<file path="src/rtl/run_pattern_tx.sv">
// run_pattern_tx: serial run-of-ones frame generator (len ones, terminator, gap idle).
// Optional RUN_PATTERN_TX_FCNT_EN adds a 16-bit completed-frame counter port.
module run_pattern_tx #(
  parameter int LEN_W      = 4,
  parameter int GAP_CYCLES = 1
) (
  input  logic             clk,
  input  logic             rst_n,
  input  logic             start,
  input  logic [LEN_W-1:0] run_len,
  output logic             x,
  output logic             busy,
  output logic             term,
  output logic             done
`ifdef RUN_PATTERN_TX_FCNT_EN
  ,output logic [15:0]     frame_cnt
`endif
);
  typedef enum logic [1:0] {IDLE, ONES, TERM, GAP} state_t;
  localparam logic [7:0] GAP_INIT = 8'(GAP_CYCLES);
  state_t state, state_nx;
  logic [LEN_W-1:0] cnt, cnt_nx;
  logic [7:0] gcnt, gcnt_nx;
  always_comb begin
    state_nx = state;
    cnt_nx   = cnt;
    gcnt_nx  = gcnt;
    case (state)
      IDLE: if (start && run_len != '0) begin
        state_nx = ONES;
        cnt_nx   = run_len;
      end
      ONES: if (cnt == LEN_W'(1)) state_nx = TERM;
            else cnt_nx = cnt - 1'b1;
      TERM: begin
        state_nx = (GAP_CYCLES > 0) ? GAP : IDLE;
        gcnt_nx  = GAP_INIT;
      end
      GAP:  if (gcnt == 8'd1) state_nx = IDLE;
            else gcnt_nx = gcnt - 1'b1;
      default: state_nx = IDLE;
    endcase
  end
  // outputs are decoded from the next state so they are true flops
  always_ff @(posedge clk or negedge rst_n) begin
    if (!rst_n) begin
      state <= IDLE;
      cnt   <= '0;
      gcnt  <= '0;
      x     <= 1'b0;
      busy  <= 1'b0;
      term  <= 1'b0;
      done  <= 1'b0;
    end else begin
      state <= state_nx;
      cnt   <= cnt_nx;
      gcnt  <= gcnt_nx;
      x     <= state_nx == ONES;
      busy  <= state_nx != IDLE;
      term  <= state_nx == TERM;
      done  <= state != IDLE && state_nx == IDLE;
    end
  end
`ifdef RUN_PATTERN_TX_FCNT_EN
  always_ff @(posedge clk or negedge rst_n) begin
    if (!rst_n) frame_cnt <= '0;
    else if (state != IDLE && state_nx == IDLE) frame_cnt <= frame_cnt + 16'd1;
  end
`endif
endmodule

</file>
<file path="config.mk">
export PLATFORM = sky130hd
export DESIGN_NAME = run_pattern_tx
export DESIGN_NICKNAME = d
export VERILOG_FILES = /design/src/rtl/run_pattern_tx.sv
export SDC_FILE = /design/constraint.sdc
export NUM_CORES = 1
export LEC_CHECK = 0
export BUFFER_PORTS_ARGS = -buffer_cell sky130_fd_sc_hd__buf_2
export CORE_MARGIN = 10
export CORE_UTILIZATION = 56
export CTS_CLUSTER_SIZE = 10
export DETAILED_ROUTE_END_ITERATION = 10
export GPL_TIMING_DRIVEN = 0
export PLACE_DENSITY = 0.76
export SYNTH_ARGS = -nofsm -noshare
export SYNTH_HDL_FRONTEND = slang
export SYNTH_SLANG_ARGS = --single-unit
</file>
<file path="constraint.sdc">
create_clock -name clk -period 2.7 [get_ports clk]
set_clock_uncertainty 0.2 [all_clocks]
set_input_delay 0.27 -clock clk [delete_from_list [all_inputs] [get_ports clk]]
set_output_delay 0.27 -clock clk [all_outputs]
set_load 0.05 [all_outputs]
</file>
==> results of run 1 <==
[cells in the mapped netlist (all sizes together) (2+ instances only)]
cell	number
dfrtp	18
o41ai	2
nand2b	3
or4b	2
mux2i	2
nor2b	3
a21o	2
o21ai	6
o211ai	2
nor3	5
inv	5
nand3b	2
ha	4
a21oi	6
buf	2
clkbuf	2
o31ai	2
nand4	2
nand3	5
nand2	9
nor2	7
[power groups by stage]
stage / registers (uW) / clock network [uW] / logic [uW]
2_1_floorplan: 528 / 0 / 452
3_3_place_gp: 486 / 0 / 616
3_5_place_dp: 491 / 0 / 639
4_1_cts: 485 / 139 / 642
5_1_grt: 504 / 149 / 716
6_report: 486 / 137 / 634
[kinds of logic after synthesis]
kind of cell | after synthesis | synth area share (%)
flops | 18 | 44.4
xor+xnor | 1 | 0.864
buf+inv | 9 | 6.79
mux | 2 | 1.98
compound gates | 25 | 16.3
fa+ha+maj | 4 | 4.94
simple gates | 44 | 24.7
[metal layers]
layer  part of all wire, %  track usage (%)  vias to the layer above
li1                      -                -                      407
met4                   2.2             5.31                        0
met1                    47             13.7                      376
met2                    45             16.3                       18
met5                     0                0                        -
met3                   6.1             2.87                        4
[path summary, 6_finish.rpt]
| check | cells past startpoint | end |
|---|---|---|
| setup / recovery | 7 | gcnt[1] |
| hold / removal | 2 | cnt[2] |
| setup reg to reg | 7 | gcnt[1] |
| hold reg to reg | 1 | gcnt[3] |
| max in group asynchronous | 2 | state[1] |
| min in group asynchronous | 2 | gcnt[6] |
[cell type report]
| class | instances | area [um^2] |
|---|---|---|
| buffer | 4 | 50.0 |
| clock buffer | 3 | 22.5 |
| fill | 152 | 599 |
| inverter | 5 | 18.8 |
| multi-input combinational | 76 | 494 |
| sequential | 18 | 450 |
| tap | 25 | 31.3 |
| timing repair buffer | 11 | 60.1 |
[state kept, by name (all words and copies together), names as in the netlist]
signal and cells:
state 2, busy 1, gcnt 8, done 1, cnt 4, x 1, term 1
[per-stage QoR]
step	power, uW	instances	util, %
final	1260	142	65.3
after global routing	1370	142	65.3
after global placement	1100	138	63.4
after detailed placement	1130	138	63.4
after floorplan	980	103	-
after CTS	1270	142	65.3
[cell usage in the layout, fill, tap and decap left out, types with 4 or more instances in the layout]
master,count
o21ai_0,6
buf_2,10
nand3_1,5
ha_1,4
nor3_1,5
a21oi_1,6
nand2_1,9
dfrtp_1,18
nor2_1,7
inv_1,5
[repair_timing]
item	CTS	global route
setup buffers	0	0
hold buffers	1	0
hold endpoints to repair	18	0
==> metrics.yaml, run 1 <==
dr_total_vias: 805
first_global_vias: 765
clkLatencyLatePin_ps: 290
leakage_uw: 0.000514
cts_sinks: 18
viasPerCell: 5.67
clockRootBuffer: "clkbuf_4"
fin_ws_ps: 621
synth_cell_types: 35
pwr-share-comb_pct: 50.5
grt_overflow_total: 0
drive_gt1_share_pct: 19.7
nets: 130
worstMarginPinSlew_ps: 598
pre_cts_slack_ps: 631
dieArea_um2: 3910
numCtsBuffers: 3
port_buffers: 10
avgSynthCellArea_um2: 9.84
die_x_um: 62.5
yosys_warnings: 0
drtAntennaViolNets: 0
ios: 11
irDropWorstVdd_mv: 0.582
synth_edf_count: 0
cp-start-kind: "register"
p_seq_share_pct: 38.6
maxCapViolations: 0
slowest_stage: "or4b_4"
grt_use_total_pct: 10.8
reg2reg_slack_ps: 620
cts_max_level: 1
powerDensity_nw_per_um2: 1120
finalSetupViolations: 0
synth_seq_area_share_pct: 44.4
initial_core_util_pct: 58.7
rsz0062_at_grt: "no"
fp.dieH_um: 62.5
place_congestion: 0.812
relSlewSlack_pct: 59.6
hp-start: "run_len[2]"
cp.required_ps: 2690
cts_tree: "done"
min_period_over_period_pct: 77.0
area_growth_pct: 11.2
avgRoutedWirePerCell_um: 14.4
worst_ep_arrival_time_ps: 2070
stdcell_area_um2: 1130
dr.pass1.iters: 4
num_antenna_cells: 0
syn_area_um2: 1010
min_period_ps: 2080
yosysTopAreaCell: "dfrtp_1"
finalHoldViolations: 0
syn-instance-count: 103
hold_ws_ps: 21.7
switching_power_uw: 541
synth_fp_nets: 114
cts_resized: 0
path_delay_family: "simple AND/OR/NAND/NOR gates"
min_path_type: "input port to register"
status: "finished, final reports clean"
synthArstFlopShare_pct: 100
place_area_um2: 1090
setup_tns_ps: 0
path_max_fanout: 9
fmax_mhz: 481
dpl.hpwl_um: 1510
grt_max_degree: 19
drtIter0Drc: 20
ys_ff_latch: 18
startpoint: "gcnt[1]"
grt_antenna_before_repair: 0
p_sw_share_pct: 43.0
core.rowCount: 15
intPower_uw: 716
r2r-start: "gcnt[1]"
slew_violations: 0
wl_um: 2040
critical_path_class: "register to register"
path_buf_inv: 2
core_area_um2: 1730
drc: 0
synthTopCellsByArea: "dfrtp_1 44%, ha_1 4.9%, nand2_1 3.3%, a21oi_1 3.0%, o21ai_0 3.0%"
grt_pass1_wl_um: 3480
cp_cell_sequence: "inv_1, ha_1, or4b_4, nor2b_2, buf_6, nor3_1, a311o_1"
max-clock-path-buffers: 2
cpPeakStageDelay_ps: 480
yosys.area.top_type_share_pct: 44.4
critPathCaptureType: "register"
path_clk_slew_ps: 100
p_clk_share_pct: 10.9
synthFlopType: "dfrtp_1"
(Power assumes the default switching activity.)
==> inputs of run 2 (changes only) <==
--- a/config.mk
+++ b/config.mk
@@ -7,11 +7,11 @@
 export LEC_CHECK = 0
 export BUFFER_PORTS_ARGS = -buffer_cell sky130_fd_sc_hd__buf_2
 export CORE_MARGIN = 10
-export CORE_UTILIZATION = 56
+export CORE_UTILIZATION = 50
 export CTS_CLUSTER_SIZE = 10
 export DETAILED_ROUTE_END_ITERATION = 10
 export GPL_TIMING_DRIVEN = 0
-export PLACE_DENSITY = 0.76
+export PLACE_DENSITY = 0.71
 export SYNTH_ARGS = -nofsm -noshare
 export SYNTH_HDL_FRONTEND = slang
 export SYNTH_SLANG_ARGS = --single-unit
==> constraint.sdc (replaced) <==
create_clock -name clk -period 1.9 [get_ports clk]
set_clock_uncertainty 0.2 [all_clocks]
set_input_delay 0.19 -clock clk [delete_from_list [all_inputs] [get_ports clk]]
set_output_delay 0.19 -clock clk [all_outputs]
set_load 0.05 [all_outputs]
==> run 2 against run 1 <==
  * Global-route usage rose by 0.38 points
  * Critical endpoint unchanged
  * First-iteration DRC count rose by 65%
  * Sequential share of layout area fell by 4.0 points
  * Via count rose by 4.2%
  * Fmax rose by 6.7%
  * Largest cell class unchanged
  * The run now ends with negative hold slack, negative setup slack left
==> metrics.yaml, run 2 (synthesized netlist as in run 1, its figures left out) <==
maxCapViolations: 0  # unchanged
fin_ws_ps: -48.4  # -670 ps
slew_violations: 0  # unchanged
port_buffers: 10  # unchanged
stdcell_area_um2: 1250  # +11%
min_period_over_period_pct: 103  # +26 points
core.rowCount: 16  # +1
grt_use_total_pct: 11.2  # +0.38 points
drive_gt1_share_pct: 29.1  # +9.5 points
cts_tree: "done"
drtIter0Drc: 33  # +65%
slowest_stage: "or4b_4"
critical_path_class: "register to register"
drc: 0  # unchanged
min_period_ps: 1950  # -130 ps
switching_power_uw: 827  # +53%
cpPeakStageDelay_ps: 470  # about the same
finalHoldViolations: 1  # +1
clockRootBuffer: "clkbuf_4"
cp.required_ps: 1880  # -810 ps
p_sw_share_pct: 41.3  # -1.7 points
pwr-share-comb_pct: 53.5  # +3.0 points
avgRoutedWirePerCell_um: 14.2  # -1.1%
powerDensity_nw_per_um2: 1600  # +43%
failed_checks: "negative hold slack, negative setup slack"
regMostFlops: "gcnt"
worstMarginPinSlew_ps: 408  # -191 ps
grt_antenna_before_repair: 0  # unchanged
grt_overflow_total: 0  # unchanged
die_x_um: 65.0  # +4.0%
dpl.hpwl_um: 1520  # +0.79%
p_seq_share_pct: 34.6  # -4.0 points
layout_common_cells: "18 x dfrtp_1, 10 x buf_2, 9 x nand2_1"
relSlewSlack_pct: 72.8  # +13 points
irDropWorstVdd_mv: 0.887  # +53%
initial_core_util_pct: 52.2  # -6.5 points
wl_um: 2190  # +7.3%
drtAntennaViolNets: 0  # unchanged
reg_top3: "gcnt: 8 flops, cnt: 4 flops, state: 2 flops"
min_path_type: "input port to register"
path_buf_inv: 2  # unchanged
fp.dieH_um: 65.0  # +4.0%
finalSetupViolations: 2  # +2
hold_ws_ps: -15.7  # -37.5 ps
status: "complete, but fails checks"
pre_cts_slack_ps: -117  # -748 ps
dieArea_um2: 4230  # +8.1%
core_area_um2: 1940  # +12%
critPathCaptureType: "register"
area_growth_pct: 23.6
place_congestion: 0.775  # -4.6%
cp-start-kind: "register"
num_antenna_cells: 0  # unchanged
largest_reg_flops: 8  # unchanged
path_delay_family: "simple AND/OR/NAND/NOR gates"
reg2reg_slack_ps: -50  # -670 ps
grt_max_degree: 19  # unchanged
max-clock-path-buffers: 2  # unchanged
viasPerCell: 5.45  # -3.9%
rsz0062_at_grt: "yes"
first_global_vias: 857  # +12%
ios: 11  # unchanged
path_max_fanout: 8  # -1
p_clk_share_pct: 11.9  # +1.0 points
cts_sinks: 18  # unchanged
dr.pass1.iters: 4  # unchanged
nets: 139  # +6.9%
place_area_um2: 1100  # +0.91%
cp_cell_sequence: "inv_2, ha_4, or4b_4, nor2b_4, buf_6, nor3_2, a311o_1"
clkLatencyLatePin_ps: 290  # about the same
cts_max_level: 1  # unchanged
worst_ep_arrival_time_ps: 1930  # -140 ps
intPower_uw: 1170  # +64%
path_clk_slew_ps: 110  # about the same
fmax_mhz: 513  # +6.7%
grt_pass1_wl_um: 3780  # +8.5%
dr_total_vias: 839  # +4.2%
leakage_uw: 0.000574  # +12%
mostFrequentLayoutCell: "dfrtp_1"
numCtsBuffers: 3  # unchanged
[run 2: power by group through the flow]
stage               combinational [uW]  sequential, uW  clock, uW
floorplan                          654             753          0
global placement                   888             691          0
detailed placement                 920             695          0
CTS                               1030             685        249
global route                      1200             721        259
finish                            1070             692        237
[run 2: through the flow]
| stage | hold WS, ps | TNS, ps | cells | utilization (%) | total power, uW |
|---|---|---|---|---|---|
| 6_report | -15.7 | -57.4 | 154 | 64.5 | 2000 |
| 5_1_grt | 10.6 | -557 | 154 | 64.5 | 2180 |
| 4_1_cts | 10.7 | -46.8 | 153 | 63.2 | 1960 |
| 3_5_place_dp | -58.4 | -446 | 140 | 56.9 | 1610 |
| 3_3_place_gp | -56.6 | -320 | 140 | 56.9 | 1580 |
| 2_1_floorplan | -306 | -34.1 | 103 | - | 1410 |
[run 2: repair_timing]
action / CTS / global route
pin swaps: 2 / 3
hold endpoints to repair: 19 / 0
setup endpoints to repair: 6 / 10
hold buffers: 2 / 0
buffers inserted: 7 / 1
gates resized for setup: 2 / 4
[run 2: layout make-up]
cell class / count / area (um^2)
fill: 168 / 689
multi-input combinational: 76 / 533
sequential: 18 / 450
timing repair buffer: 20 / 130
buffer: 4 / 50.0
clock buffer: 4 / 36.3
tap: 27 / 33.8
inverter: 5 / 18.8
[run 2: worst paths after layout]
path                               from  endpoint  depth (start not counted)
worst max-delay path            gcnt[1]   gcnt[1]                          7
worst min-delay path              start      busy                          3
worst max register to register  gcnt[1]   gcnt[1]                          7
worst min register to register  gcnt[3]   gcnt[3]                          1
max in group asynchronous         rst_n    cnt[3]                          2
min in group asynchronous         rst_n    cnt[2]                          2
[run 2: worst min-delay path, cell delays in order]
cell     delay [ps]
buf_2           120
o41ai_2          70
a21oi_1          70
[run 2: metal layers]
| metal | vias to the layer above | wire length, um | track usage, % |
|---|---|---|---|
| met4 | 0 | 9 | 4.55 |
| met1 | 398 | 1020 | 13.6 |
| met3 | 2 | 81 | 3.61 |
| li1 | 429 | - | - |
| met5 | - | 0 | 0 |
| met2 | 10 | 1080 | 17.6 |
